File: src/rtl/ula_muldiv_seq.sv
// ula_muldiv_seq: sequential unsigned multiply / divide, one bit per cycle.
//   Multiply: shift-add into a 2*WIDTH-bit accumulator.
//   Divide:   restoring division, MSB first.
// Optional build macro:
//   ULA_MULDIV_EARLY_EXIT_EN - a multiply finishes as soon as no multiplier
//                              bits remain (at least one iteration).
//                              Divide timing and all results are unchanged.
module ula_muldiv_seq #(
  parameter int WIDTH = 8
) (
  input  logic             clk,
  input  logic             rst,
  input  logic             start,
  input  logic             op_div,
  input  logic [WIDTH-1:0] A,
  input  logic [WIDTH-1:0] B,
  output logic             busy,
  output logic             done,
  output logic [WIDTH-1:0] result,
  output logic [WIDTH-1:0] remainder,
  output logic             mult_overflow,
  output logic             div_error
);

  localparam int CW = $clog2(WIDTH) + 1;

  typedef enum logic [1:0] {S_IDLE = 2'd0, S_BUSY = 2'd1, S_DONE = 2'd2} state_t;

  state_t               state_q, state_d;
  logic [CW-1:0]        cnt_q;
  logic                 op_q;
  logic [2*WIDTH-1:0]   mcand_q;   // multiplicand, shifted left each iteration
  logic [WIDTH-1:0]     mplier_q;  // multiplier, shifted right each iteration
  logic [2*WIDTH-1:0]   acc_q;     // product accumulator
  logic [WIDTH-1:0]     b_q;       // divisor
  logic [WIDTH-1:0]     rem_q;     // partial remainder
  logic [WIDTH-1:0]     quo_q;     // dividend shifting out / quotient shifting in

  logic [WIDTH-1:0]     result_q, remainder_q;
  logic                 ovf_q, derr_q;

  logic                 accept, div0, last_iter;
  logic [2*WIDTH-1:0]   acc_nxt;
  logic [WIDTH-1:0]     mp_nxt;
  logic [WIDTH:0]       r_sh, trial;
  logic                 borrow;
  logic [WIDTH-1:0]     rem_nxt, quo_nxt;

  // A new operation is only taken when nothing is in flight.
  assign accept = start && (state_q != S_BUSY);
  assign div0   = op_div && (B == '0);

  // One iteration of each datapath, evaluated every cycle.
  always_comb begin
    acc_nxt = acc_q + (mplier_q[0] ? mcand_q : '0);
    mp_nxt  = mplier_q >> 1;
    r_sh    = {rem_q, quo_q[WIDTH-1]};
    trial   = r_sh - {1'b0, b_q};
    borrow  = (r_sh < {1'b0, b_q});
    rem_nxt = borrow ? r_sh[WIDTH-1:0] : trial[WIDTH-1:0];
    quo_nxt = (quo_q << 1) | {{(WIDTH-1){1'b0}}, ~borrow};
    if (op_q) begin
      last_iter = (cnt_q == CW'(WIDTH-1));
    end else begin
`ifdef ULA_MULDIV_EARLY_EXIT_EN
      last_iter = (mp_nxt == '0);
`else
      last_iter = (cnt_q == CW'(WIDTH-1));
`endif
    end
  end

  // FSM state register.
  always_ff @(posedge clk or posedge rst) begin
    if (rst) state_q <= S_IDLE;
    else     state_q <= state_d;
  end

  // FSM next state: launch from IDLE/DONE, iterate in BUSY.
  always_comb begin
    state_d = state_q;
    case (state_q)
      S_IDLE, S_DONE: begin
        if (start)                 state_d = div0 ? S_DONE : S_BUSY;
        else                       state_d = S_IDLE;
      end
      S_BUSY: if (last_iter)       state_d = S_DONE;
      default:                     state_d = S_IDLE;
    endcase
  end

  // FSM outputs: status flags straight from the state.
  always_comb begin
    busy = (state_q == S_BUSY);
    done = (state_q == S_DONE);
  end

  // Datapath: operand latch, iteration and result capture on entry to DONE.
  always_ff @(posedge clk or posedge rst) begin
    if (rst) begin
      cnt_q       <= '0;
      op_q        <= 1'b0;
      mcand_q     <= '0;
      mplier_q    <= '0;
      acc_q       <= '0;
      b_q         <= '0;
      rem_q       <= '0;
      quo_q       <= '0;
      result_q    <= '0;
      remainder_q <= '0;
      ovf_q       <= 1'b0;
      derr_q      <= 1'b0;
    end else if (accept) begin
      cnt_q    <= '0;
      op_q     <= op_div;
      mcand_q  <= {{WIDTH{1'b0}}, A};
      mplier_q <= B;
      acc_q    <= '0;
      b_q      <= B;
      rem_q    <= '0;
      quo_q    <= A;
      if (div0) begin
        result_q    <= '1;
        remainder_q <= A;
        ovf_q       <= 1'b0;
        derr_q      <= 1'b1;
      end
    end else if (state_q == S_BUSY) begin
      cnt_q    <= cnt_q + 1'b1;
      mcand_q  <= mcand_q << 1;
      mplier_q <= mp_nxt;
      acc_q    <= acc_nxt;
      rem_q    <= rem_nxt;
      quo_q    <= quo_nxt;
      if (last_iter) begin
        derr_q <= 1'b0;
        if (op_q) begin
          result_q    <= quo_nxt;
          remainder_q <= rem_nxt;
          ovf_q       <= 1'b0;
        end else begin
          result_q    <= acc_nxt[WIDTH-1:0];
          remainder_q <= '0;
          ovf_q       <= |acc_nxt[2*WIDTH-1:WIDTH];
        end
      end
    end
  end

  assign result        = result_q;
  assign remainder     = remainder_q;
  assign mult_overflow = ovf_q;
  assign div_error     = derr_q;

endmodule
File: config.mk
export PLATFORM = sky130hd
export DESIGN_NAME = ula_muldiv_seq
export DESIGN_NICKNAME = d
export VERILOG_FILES = /design/src/rtl/ula_muldiv_seq.sv
export SDC_FILE = /design/constraint.sdc
export NUM_CORES = 1
export LEC_CHECK = 0
export ABC_CLOCK_PERIOD_IN_PS = 2700
export CAP_MARGIN = 15
export CORE_MARGIN = 5
export CORE_UTILIZATION = 55
export CTS_BUF_LIST = sky130_fd_sc_hd__clkbuf_2
export DETAILED_ROUTE_END_ITERATION = 16
export PLACE_DENSITY = 0.79
export SETUP_SLACK_MARGIN = 0.3
export SYNTH_ARGS = -nofsm -noshare
export SYNTH_HDL_FRONTEND = slang
export SYNTH_SLANG_ARGS = --single-unit
export TNS_END_PERCENT = 30
File: constraint.sdc
create_clock -name clk -period 2.7 [get_ports clk]
set_input_delay 0.54 -clock clk [delete_from_list [all_inputs] [get_ports clk]]
set_output_delay 0.54 -clock clk [all_outputs]
set_load 0.01 [all_outputs]
==> results.toml, run 1 <==
[status]
run_status = "complete, no violations"

[place]
placedCellCount = 675
globalplace.congestion = 0.896
i_o_buffers = 39
hpwl_um = 8610
preCtsSetupSlack_ns = -0.113

[sta]
finalCritPeriodShare = 0.985
rsz_0062_raised_after_global_routing = "yes"
tns_ns = 0
setup_violations = 0
clock_skew_ns = 0.0373
min_tclk_post_route_ns = 2.66
finalWorstSetupSlack_ns = 0.0412
finalHoldViolCount = 0
tightestPinTransition_ns = 0.656
maxClockFrequency_ghz = 0.376
drv_slew = 0
slew-limit-headroom = 0.559
hold_ws_ns = 0.309

[layout]
multi_input_comb_area_um2 = 2810
layout-area-overhead-vs-synth_pct = 23.8
diodes = 0
finish.cell_count_without_fillers = 703
sequential_cell_area_um2 = 2230
layout.nets = 636
filler_cell_count = 649
drive_above_1_share = 0.190
fin_util = 0.697

[grt]
grt_use_total = 0.232
global_route_wire_length_before_repair_um = 20900
grt_max_degree = 61
grt_overflow = 0
antenna_found_initial = 0
via_count_of_the_first_global_routing_pass = 4217

[worst_setup_path]
setup.worst_path.end = "mult_overflow"
worstSetupStartpointType = "flip-flop"
buf_inv_on_cp = 1
crit_path_start = "mplier_q[0]"
worstRegToRegCells = 12
critical-path-max-stage-delay_ns = 0.48
worst-r2r-setup-slack_ns = 0.04
cp_data_required_time_ns = 3.22
worst_r2r_startpoint = "mplier_q[0]"
path_max_fanout = 3
worstSetupPathDepth = 12
worstReg2RegEnd = "mult_overflow"
critical_path.endpoint_type = "flip-flop"
critical-path-slowest-cell = "sky130_fd_sc_hd__dfrtp_1"
cp_cell_sequence = "and2_4 -> ha_4 -> fa_2 -> a21oi_4 -> o211ai_1 -> a41o_1 -> o21ai_2 -> buf_4 -> o311ai_4 -> nand3_1 -> and4bb_1 -> a41oi_2"
crit_arrival_ns = 3.18
timing.critical_path.max_delay_family = "compound AO/OA/AOI/OAI gates"
worstSetupPathType = "reg -> reg"

[route]
post_drt_via_cell_ratio = 5.97
drcViolationCount = 0
avgRoutedWirePerCell_um = 18.2
detail_route.wirelength_um = 12800
detail_route.first_pass.iterations = 7
detail-route-antenna-nets = 0
vias = 4194
dr.first_iter.drc_count = 246

[yosys]
ys_seq_area_frac = 0.454
yosys_warnings = 0
post-synth-top-count-cell = "sky130_fd_sc_hd__dfrtp_1"
synth.top_cell.area_share = 0.454
synth_ff_type = "sky130_fd_sc_hd__dfrtp_1"
netlist_top_cells_count = "sky130_fd_sc_hd__dfrtp_1, sky130_fd_sc_hd__nand2_1, sky130_fd_sc_hd__o21ai_0"
synth-async-reset-ratio = 1.00
synth_cells = 528
synth_area_per_cell_um2 = 9.29
synth_fp_nets = 574
synth_cell_type_count = 55
synth_seq_cells = 89
synth_edf_count = 0
synth.largest_area_cell = "sky130_fd_sc_hd__dfrtp_1"
synthesis.area_um2 = 4910
yosys-top-cells-area = "sky130_fd_sc_hd__dfrtp_1, sky130_fd_sc_hd__nand2_1, sky130_fd_sc_hd__ha_1"

[floorplanning]
floorplan.rows = 34
core_area_um2 = 8720
num_io_pins = 40
die_width_um = 104
initial_core_util = 0.563
die-height_um = 104
design.die.area_um2 = 10900

[worst_hold_path]
holdCritPathClass = "in -> async"

[clock_tree]
tritoncts.num_buffers = 9
clk_pin_slew_ns = 0.28
worst_skew_pair.late_latency_ns = 0.58
numClockSinks = 89
root_buffer = "sky130_fd_sc_hd__clkbuf_2"
htree_num_levels = 3
cts_max_path_buffers = 2
clock_tree_from_tritoncts = "built"

[pwr]
power.ir.vdd_worst_v = 0.000781
p_leak_nw = 2.81
power_density_nw_per_um2 = 1170

[run]
maxCapViolations = 0
metal layers:
metal	part of all wire	GRT usage	wire (µm)
met1	0.43	0.305	5430
met2	0.51	0.381	6490
met3	0.048	0.0528	615
met4	0.018	0.0740	225
met5	0	0	0
area by class of cell:
class / count / share of cell area
Timing Repair Buffer: 79 / 0.118
Inverter: 18 / 0.0126
Sequential cell: 89 / 0.367
Clock buffer: 9 / 0.00741
Multi-Input combinational cell: 393 / 0.463
Tap cell: 108 / 0.0222
Clock inverter: 7 / 0.0103
stage by stage:
stage | area, µm² | power (mW)
finish | 6080 | 7.08
global route | 6080 | 7.58
CTS | 5840 | 6.46
detailed placement | 5550 | 5.66
global placement | 5550 | 5.49
floorplan | 4910 | 4.51
timing repair:
action,4_1_cts,5_1_grt
hold endpoints to repair,0,0
pin swaps,21,27
setup endpoints to repair,15,27
buffers inserted,4,8
hold buffers,0,0
resized for setup,29,38
how the worst min path moves through the flow:
stage / startpoint / end / slack, ns / depth (start not counted)
final: rst / b_q[7] / 0.31 / 2
after floorplan: state_q[1] / state_q[1] / 0.43 / 1
after global routing: rst / mplier_q[2] / 0.32 / 2
after CTS: rst / mplier_q[4] / 0.32 / 2
after detailed placement: state_q[1] / state_q[1] / 0.45 / 1
after global placement: state_q[1] / state_q[1] / 0.45 / 1
registers in the layout (all words and copies together) (netlist names):
register	flops
b_q	8
mult_overflow	1
rem_q	8
remainder	8
cnt_q	4
div_error	1
acc_q	16
mcand_q	16
quo_q	8
op_q	1
result	8
mplier_q	8
state_q	2
where the power goes:
group          internal [mW]  switching, mW
registers               1.91          0.479
clock network          0.139          0.524
logic                   1.86           2.17
cells by family (layout without fill, tap and decap cells):
kind of cell    after synthesis  in the layout  synth area share
compound gates              137            137             0.172
xor+xnor                     18             18            0.0321
fa+ha+maj                    26             26            0.0694
buf+inv                      46            113            0.0362
flops                        89             89             0.454
mux                          31             31            0.0638
simple gates                181            181             0.173
placed cells by master, fill, tap and decap left out, drive strengths merged, types with 3 or more instances in the layout:
cell | Yosys | layout
o21ai | 75 | 75
inv | 18 | 20
clkdlybuf4s50 | 0 | 38
clkinvlp | 0 | 4
dfrtp | 89 | 89
buf | 6 | 40
nor2b | 4 | 4
a21oi | 24 | 24
nand3 | 35 | 35
xor2 | 10 | 10
clkbuf | 22 | 9
a31oi | 7 | 7
o22a | 6 | 6
a211o | 3 | 3
ha | 24 | 24
xnor2 | 8 | 8
nor2 | 20 | 20
nand2b | 3 | 3
and3 | 8 | 8
and2 | 16 | 16
mux2i | 29 | 29
nand2 | 83 | 83
a21o | 5 | 5
nor3 | 6 | 6
No activity file was read; power rests on OpenSTA's default activity.
==> run 2, diff against run 1 <==
--- a/config.mk
+++ b/config.mk
@@ -13,6 +13,7 @@
 export DETAILED_ROUTE_END_ITERATION = 16
 export PLACE_DENSITY = 0.79
 export SETUP_SLACK_MARGIN = 0.3
+export SKIP_CTS_REPAIR_TIMING = 1
 export SYNTH_ARGS = -nofsm -noshare
 export SYNTH_HDL_FRONTEND = slang
 export SYNTH_SLANG_ARGS = --single-unit
==> results.toml, run 2 (synthesis results as in run 1) <==
[pwr]
p_sw_frac = 0.445
power_frac_clock = 0.090
seqPwrFrac = 0.332
p_leak_nw = 2.78
switchingPower_mw = 3.23
p_int_mw = 4.02
power.ir.vdd_worst_v = 0.000798
power_frac_comb = 0.578
total_power_mw = 7.25
power_density_nw_per_um2 = 1190

[run]
maxCapViolations = 0

[route]
vias = 4200
avgRoutedWirePerCell_um = 18.3
post_drt_via_cell_ratio = 6.03
detail_route.wirelength_um = 12800
detail_route.first_pass.iterations = 5
dr.first_iter.drc_count = 263
detail-route-antenna-nets = 0
drcViolationCount = 0

[sta]
rsz_0062_raised_after_global_routing = "yes"
hold_ws_ns = 0.292
tightestPinTransition_ns = 0.648
finalHoldViolCount = 0
slew-limit-headroom = 0.568
finalCritPeriodShare = 0.978
setup_violations = 0
drv_slew = 0
clock_skew_ns = 0.0332
min_tclk_post_route_ns = 2.64
finalWorstSetupSlack_ns = 0.0595
maxClockFrequency_ghz = 0.379

[layout]
layout-area-overhead-vs-synth_pct = 23.8
largest_registers = "acc_q x16, mcand_q x16"
layout.nets = 630
final_cell_mix = "sky130_fd_sc_hd__dfrtp_1, sky130_fd_sc_hd__nand2_1, sky130_fd_sc_hd__o21ai_0, sky130_fd_sc_hd__clkdlybuf4s50_1, sky130_fd_sc_hd__nand3_1"
diodes = 0
finish.cell_count_without_fillers = 697
filler_cell_count = 654
final_common_cell = "sky130_fd_sc_hd__dfrtp_1"
finalInstanceArea_um2 = 6070
drive_above_1_share = 0.188

[place]
i_o_buffers = 39
preCtsSetupSlack_ns = -0.113
placedCellCount = 675
globalplace.congestion = 0.896
dpl-instance-area_um2 = 5550
hpwl_um = 8610

[floorplanning]
design.die.area_um2 = 10900
core_area_um2 = 8720
die-height_um = 104
floorplan.rows = 34
die_width_um = 104
num_io_pins = 40
initial_core_util = 0.563

[clock_tree]
clk_pin_slew_ns = 0.27
htree_num_levels = 3
worst_skew_pair.late_latency_ns = 0.60
cts_max_path_buffers = 2
numClockSinks = 89
clock_tree_from_tritoncts = "built"
tritoncts.num_buffers = 9
root_buffer = "sky130_fd_sc_hd__clkbuf_2"

[worst_setup_path]
cp_cell_sequence = "and2_4 -> ha_4 -> fa_2 -> a21oi_4 -> o211ai_1 -> a41o_1 -> o21ai_2 -> nand2b_1 -> a21oi_2 -> xor2_1 -> a41oi_2"
worstSetupStartpointType = "flip-flop"
path_max_fanout = 3
cp_data_required_time_ns = 3.20
critical_path.endpoint_type = "flip-flop"
crit_arrival_ns = 3.14
critical-path-slowest-cell = "sky130_fd_sc_hd__dfrtp_1"
worst-r2r-setup-slack_ns = 0.06
worstSetupPathType = "reg -> reg"
critical-path-max-stage-delay_ns = 0.47

[grt]
grt_overflow = 0
global_route_wire_length_before_repair_um = 20100
grt_use_total = 0.222
via_count_of_the_first_global_routing_pass = 4095
antenna_found_initial = 0
grt_max_degree = 61

[status]
run_status = "complete, no violations"

[worst_hold_path]
holdCritPathClass = "in -> async"
run 2: cell count changes in the layout (fill, tap and decap cells not counted), moves of 2 or more:
cell                      delta
sky130_fd_sc_hd__mux2i_1     -2
sky130_fd_sc_hd__buf_4       -5
sky130_fd_sc_hd__mux2i_2     -2
sky130_fd_sc_hd__and2_1      -2
sky130_fd_sc_hd__mux2i_4     +4
sky130_fd_sc_hd__and2_4      +2
run 2: power groups by stage:
| stage | Combinational (mW) | Sequential [mW] | Clock (mW) |
|---|---|---|---|
| floorplan | 2.22 | 2.29 | 0 |
| global placement | 3.14 | 2.35 | 0 |
| detailed placement | 3.28 | 2.38 | 0 |
| CTS | 3.28 | 2.35 | 0.668 |
| global route | 4.57 | 2.48 | 0.715 |
| finish | 4.19 | 2.41 | 0.656 |
run 2: worst paths after layout:
check | start | end | cells after the start
min reg2reg | state_q[1] | state_q[1] | 1
max | mplier_q[0] | mult_overflow | 11
max in group asynchronous | rst | acc_q[13] | 3
min | rst | mplier_q[1] | 2
min in group clk | state_q[1] | state_q[1] | 1
max reg2reg | mplier_q[0] | mult_overflow | 11
run 2: metal layers:
| metal | share of wire | GRT usage | vias up | wire length [µm] |
|---|---|---|---|---|
| met5 | 0 | 0 | - | 0 |
| met4 | 0.025 | 0.0768 | 0 | 324 |
| met3 | 0.050 | 0.0447 | 29 | 638 |
| met2 | 0.51 | 0.357 | 144 | 6480 |
| met1 | 0.42 | 0.300 | 2066 | 5320 |
| li1 | - | - | 1961 | - |
run 2: critical path: cells and delay by family (launching register included):
| family | cells | cell delay, ns |
|---|---|---|
| AOI/OAI and AO/OA | 6 | 1.02 |
| xor gates and xnor gates | 1 | 0.25 |
| adders and majority gates | 2 | 0.55 |
| DFF | 1 | 0.47 |
| and+or+nand+nor | 2 | 0.27 |
run 2: cell type report:
| cell class | count | area (µm²) | share of cell area |
|---|---|---|---|
| multi-input cells | 393 | 2860 | 0.470 |
| flip-flops and latches | 89 | 2230 | 0.367 |
| repair buffers | 73 | 672 | 0.111 |
| well taps | 108 | 135 | 0.0222 |
| inverters | 18 | 76.3 | 0.0126 |
| clock inverters | 7 | 62.6 | 0.0103 |
| clock buffers | 9 | 45.0 | 0.00742 |
run 2: stage by stage:
stage | utilization | TNS, ns
floorplan | - | 0
global placement | 0.636 | -0.0295
detailed placement | 0.636 | -0.117
CTS | 0.649 | -0.214
global route | 0.696 | -0.144
finish | 0.696 | 0
==> run 3, diff against run 2 <==
--- a/config.mk
+++ b/config.mk
@@ -7,13 +7,16 @@
 export LEC_CHECK = 0
 export ABC_CLOCK_PERIOD_IN_PS = 2700
 export CAP_MARGIN = 15
+export CORE_ASPECT_RATIO = 0.9
 export CORE_MARGIN = 5
 export CORE_UTILIZATION = 55
 export CTS_BUF_LIST = sky130_fd_sc_hd__clkbuf_2
+export CTS_CLUSTER_SIZE = 30
 export DETAILED_ROUTE_END_ITERATION = 16
 export PLACE_DENSITY = 0.79
 export SETUP_SLACK_MARGIN = 0.3
 export SKIP_CTS_REPAIR_TIMING = 1
+export SKIP_LAST_GASP = 1
 export SYNTH_ARGS = -nofsm -noshare
 export SYNTH_HDL_FRONTEND = slang
 export SYNTH_SLANG_ARGS = --single-unit
==> results.toml, run 3 (synthesis results as in run 1) <==
[clock_tree]
numClockSinks = 89
clk_pin_slew_ns = 0.24
clock_tree_from_tritoncts = "built"
tritoncts.num_buffers = 9
cts_max_path_buffers = 2
worst_skew_pair.late_latency_ns = 0.58
htree_num_levels = 3
root_buffer = "sky130_fd_sc_hd__clkbuf_2"

[layout]
finish.cell_count_without_fillers = 712
diodes = 0
largest_registers = "acc_q x16, mcand_q x16"
layout-area-overhead-vs-synth_pct = 21.4
layout.nets = 634
filler_cell_count = 698
drive_above_1_share = 0.167
final_common_cell = "sky130_fd_sc_hd__dfrtp_1"
final_cell_mix = "sky130_fd_sc_hd__dfrtp_1, sky130_fd_sc_hd__nand2_1, sky130_fd_sc_hd__o21ai_0, sky130_fd_sc_hd__clkdlybuf4s50_1"

[pwr]
power_frac_comb = 0.563
power.ir.vdd_worst_v = 0.000648
switchingPower_mw = 3.01
p_leak_nw = 2.79
power_frac_clock = 0.089
p_sw_frac = 0.443
seqPwrFrac = 0.348
p_int_mw = 3.79
power_density_nw_per_um2 = 1140

[route]
top_layer_used = "met4"
detail_route.first_pass.iterations = 4
detail_route.wirelength_um = 12700
post_drt_via_cell_ratio = 5.78
dr.first_iter.drc_count = 303
vias = 4115
drcViolationCount = 0
met3RoutedLength_um = 616
wl_met2_um = 5930
avgRoutedWirePerCell_um = 17.8
routedLengthMet1_um = 5920
detail-route-antenna-nets = 0

[worst_setup_path]
cp_cell_sequence = "buf_4 -> and2_1 -> ha_2 -> nor2_1 -> o31ai_4 -> a211o_1 -> a31oi_1 -> xor2_1 -> nand3_1 -> and4bb_1 -> a41oi_2"
critical-path-max-stage-delay_ns = 0.45
timing.critical_path.max_delay_family = "simple AND/OR/NAND/NOR gates"
crit_arrival_ns = 3.07
critical-path-slowest-cell = "sky130_fd_sc_hd__dfrtp_1"
worstSetupStartpointType = "flip-flop"
path_max_fanout = 7
cp_data_required_time_ns = 3.16
buf_inv_on_cp = 1
worstSetupPathType = "reg -> reg"
critical_path.endpoint_type = "flip-flop"

[place]
hpwl_um = 8870
placedCellCount = 688
globalplace.congestion = 0.823
i_o_buffers = 39

[floorplanning]
core_area_um2 = 8650
floorplan.rows = 32
num_io_pins = 40
initial_core_util = 0.567
die-height_um = 99.6
design.die.area_um2 = 10900
die_width_um = 110

[sta]
drv_slew = 0
maxClockFrequency_ghz = 0.384
finalHoldViolCount = 0
tightestPinTransition_ns = 0.626
rsz_0062_raised_after_global_routing = "yes"
setup_violations = 0
finalCritPeriodShare = 0.966
slew-limit-headroom = 0.583
hold_ws_ns = 0.292
min_tclk_post_route_ns = 2.61
clock_skew_ns = 0.0392

[grt]
grt_max_degree = 61
grt_use_total = 0.235
via_count_of_the_first_global_routing_pass = 3990
global_route_wire_length_before_repair_um = 19800
antenna_found_initial = 0
grt_overflow = 0

[worst_hold_path]
holdCritPathClass = "in -> async"

[run]
maxCapViolations = 0

[status]
run_status = "complete, no violations"
run 3: changes by cell type in the layout (fill, tap and decap cells not counted), moves of 3 or more:
| cell | change |
|---|---|
| sky130_fd_sc_hd__a21oi_1 | +4 |
| sky130_fd_sc_hd__and2_1 | +5 |
| sky130_fd_sc_hd__and2_4 | -5 |
| sky130_fd_sc_hd__buf_4 | +5 |
| sky130_fd_sc_hd__ha_4 | -3 |
| sky130_fd_sc_hd__mux2i_1 | +4 |
| sky130_fd_sc_hd__mux2i_4 | -4 |
run 3: stage by stage:
step / TNS (ns) / worst slack [ns] / utilization / power, mW / instance area [µm²]
6_report: 0 / 0.0930 / 0.689 / 6.80 / 5950
5_1_grt: -0.0176 / -0.0176 / 0.689 / 7.30 / 5950
4_1_cts: -0.137 / -0.137 / 0.655 / 6.26 / 5670
3_5_place_dp: -0.139 / -0.139 / 0.645 / 5.66 / 5580
3_3_place_gp: -0.0173 / -0.0173 / 0.645 / 5.52 / 5580
2_1_floorplan: 0 / 0.0484 / - / 4.51 / 4910
run 3: power groups by stage:
| stage | clock [mW] | combinational, mW | sequential, mW |
|---|---|---|---|
| detailed placement | 0 | 3.29 | 2.37 |
| global placement | 0 | 3.19 | 2.33 |
| finish | 0.604 | 3.83 | 2.37 |
| floorplan | 0 | 2.22 | 2.29 |
| CTS | 0.616 | 3.31 | 2.34 |
| global route | 0.673 | 4.18 | 2.44 |
run 3: path summary, 6_finish.rpt:
path	startpoint	endpoint	slack (ns)	cells after the start
worst max-delay path	mplier_q[0]	mult_overflow	0.09	11
worst min-delay path	rst	mplier_q[5]	0.29	2
worst max register to register	mplier_q[0]	mult_overflow	0.09	11
worst min register to register	state_q[1]	state_q[1]	0.51	1
max in group asynchronous	rst	mcand_q[10]	1.85	3
min in group clk	state_q[1]	state_q[1]	0.51	1
run 3: layer usage:
| layer | up-vias | track usage |
|---|---|---|
| met1 | 2007 | 0.338 |
| met5 | - | 0 |
| met4 | 0 | 0.0681 |
| met3 | 18 | 0.0526 |
| li1 | 1977 | - |
| met2 | 113 | 0.357 |
run 3: cell type report:
class                   count  area (µm²)  area share
clock buffers              11        55.1     0.00925
flip-flops and latches     89        2230       0.374
well taps                 119         149      0.0250
repair buffers             77         698       0.117
multi-input cells         393        2720       0.457
inverters                  18        73.8      0.0124
clock inverters             5        32.5     0.00546
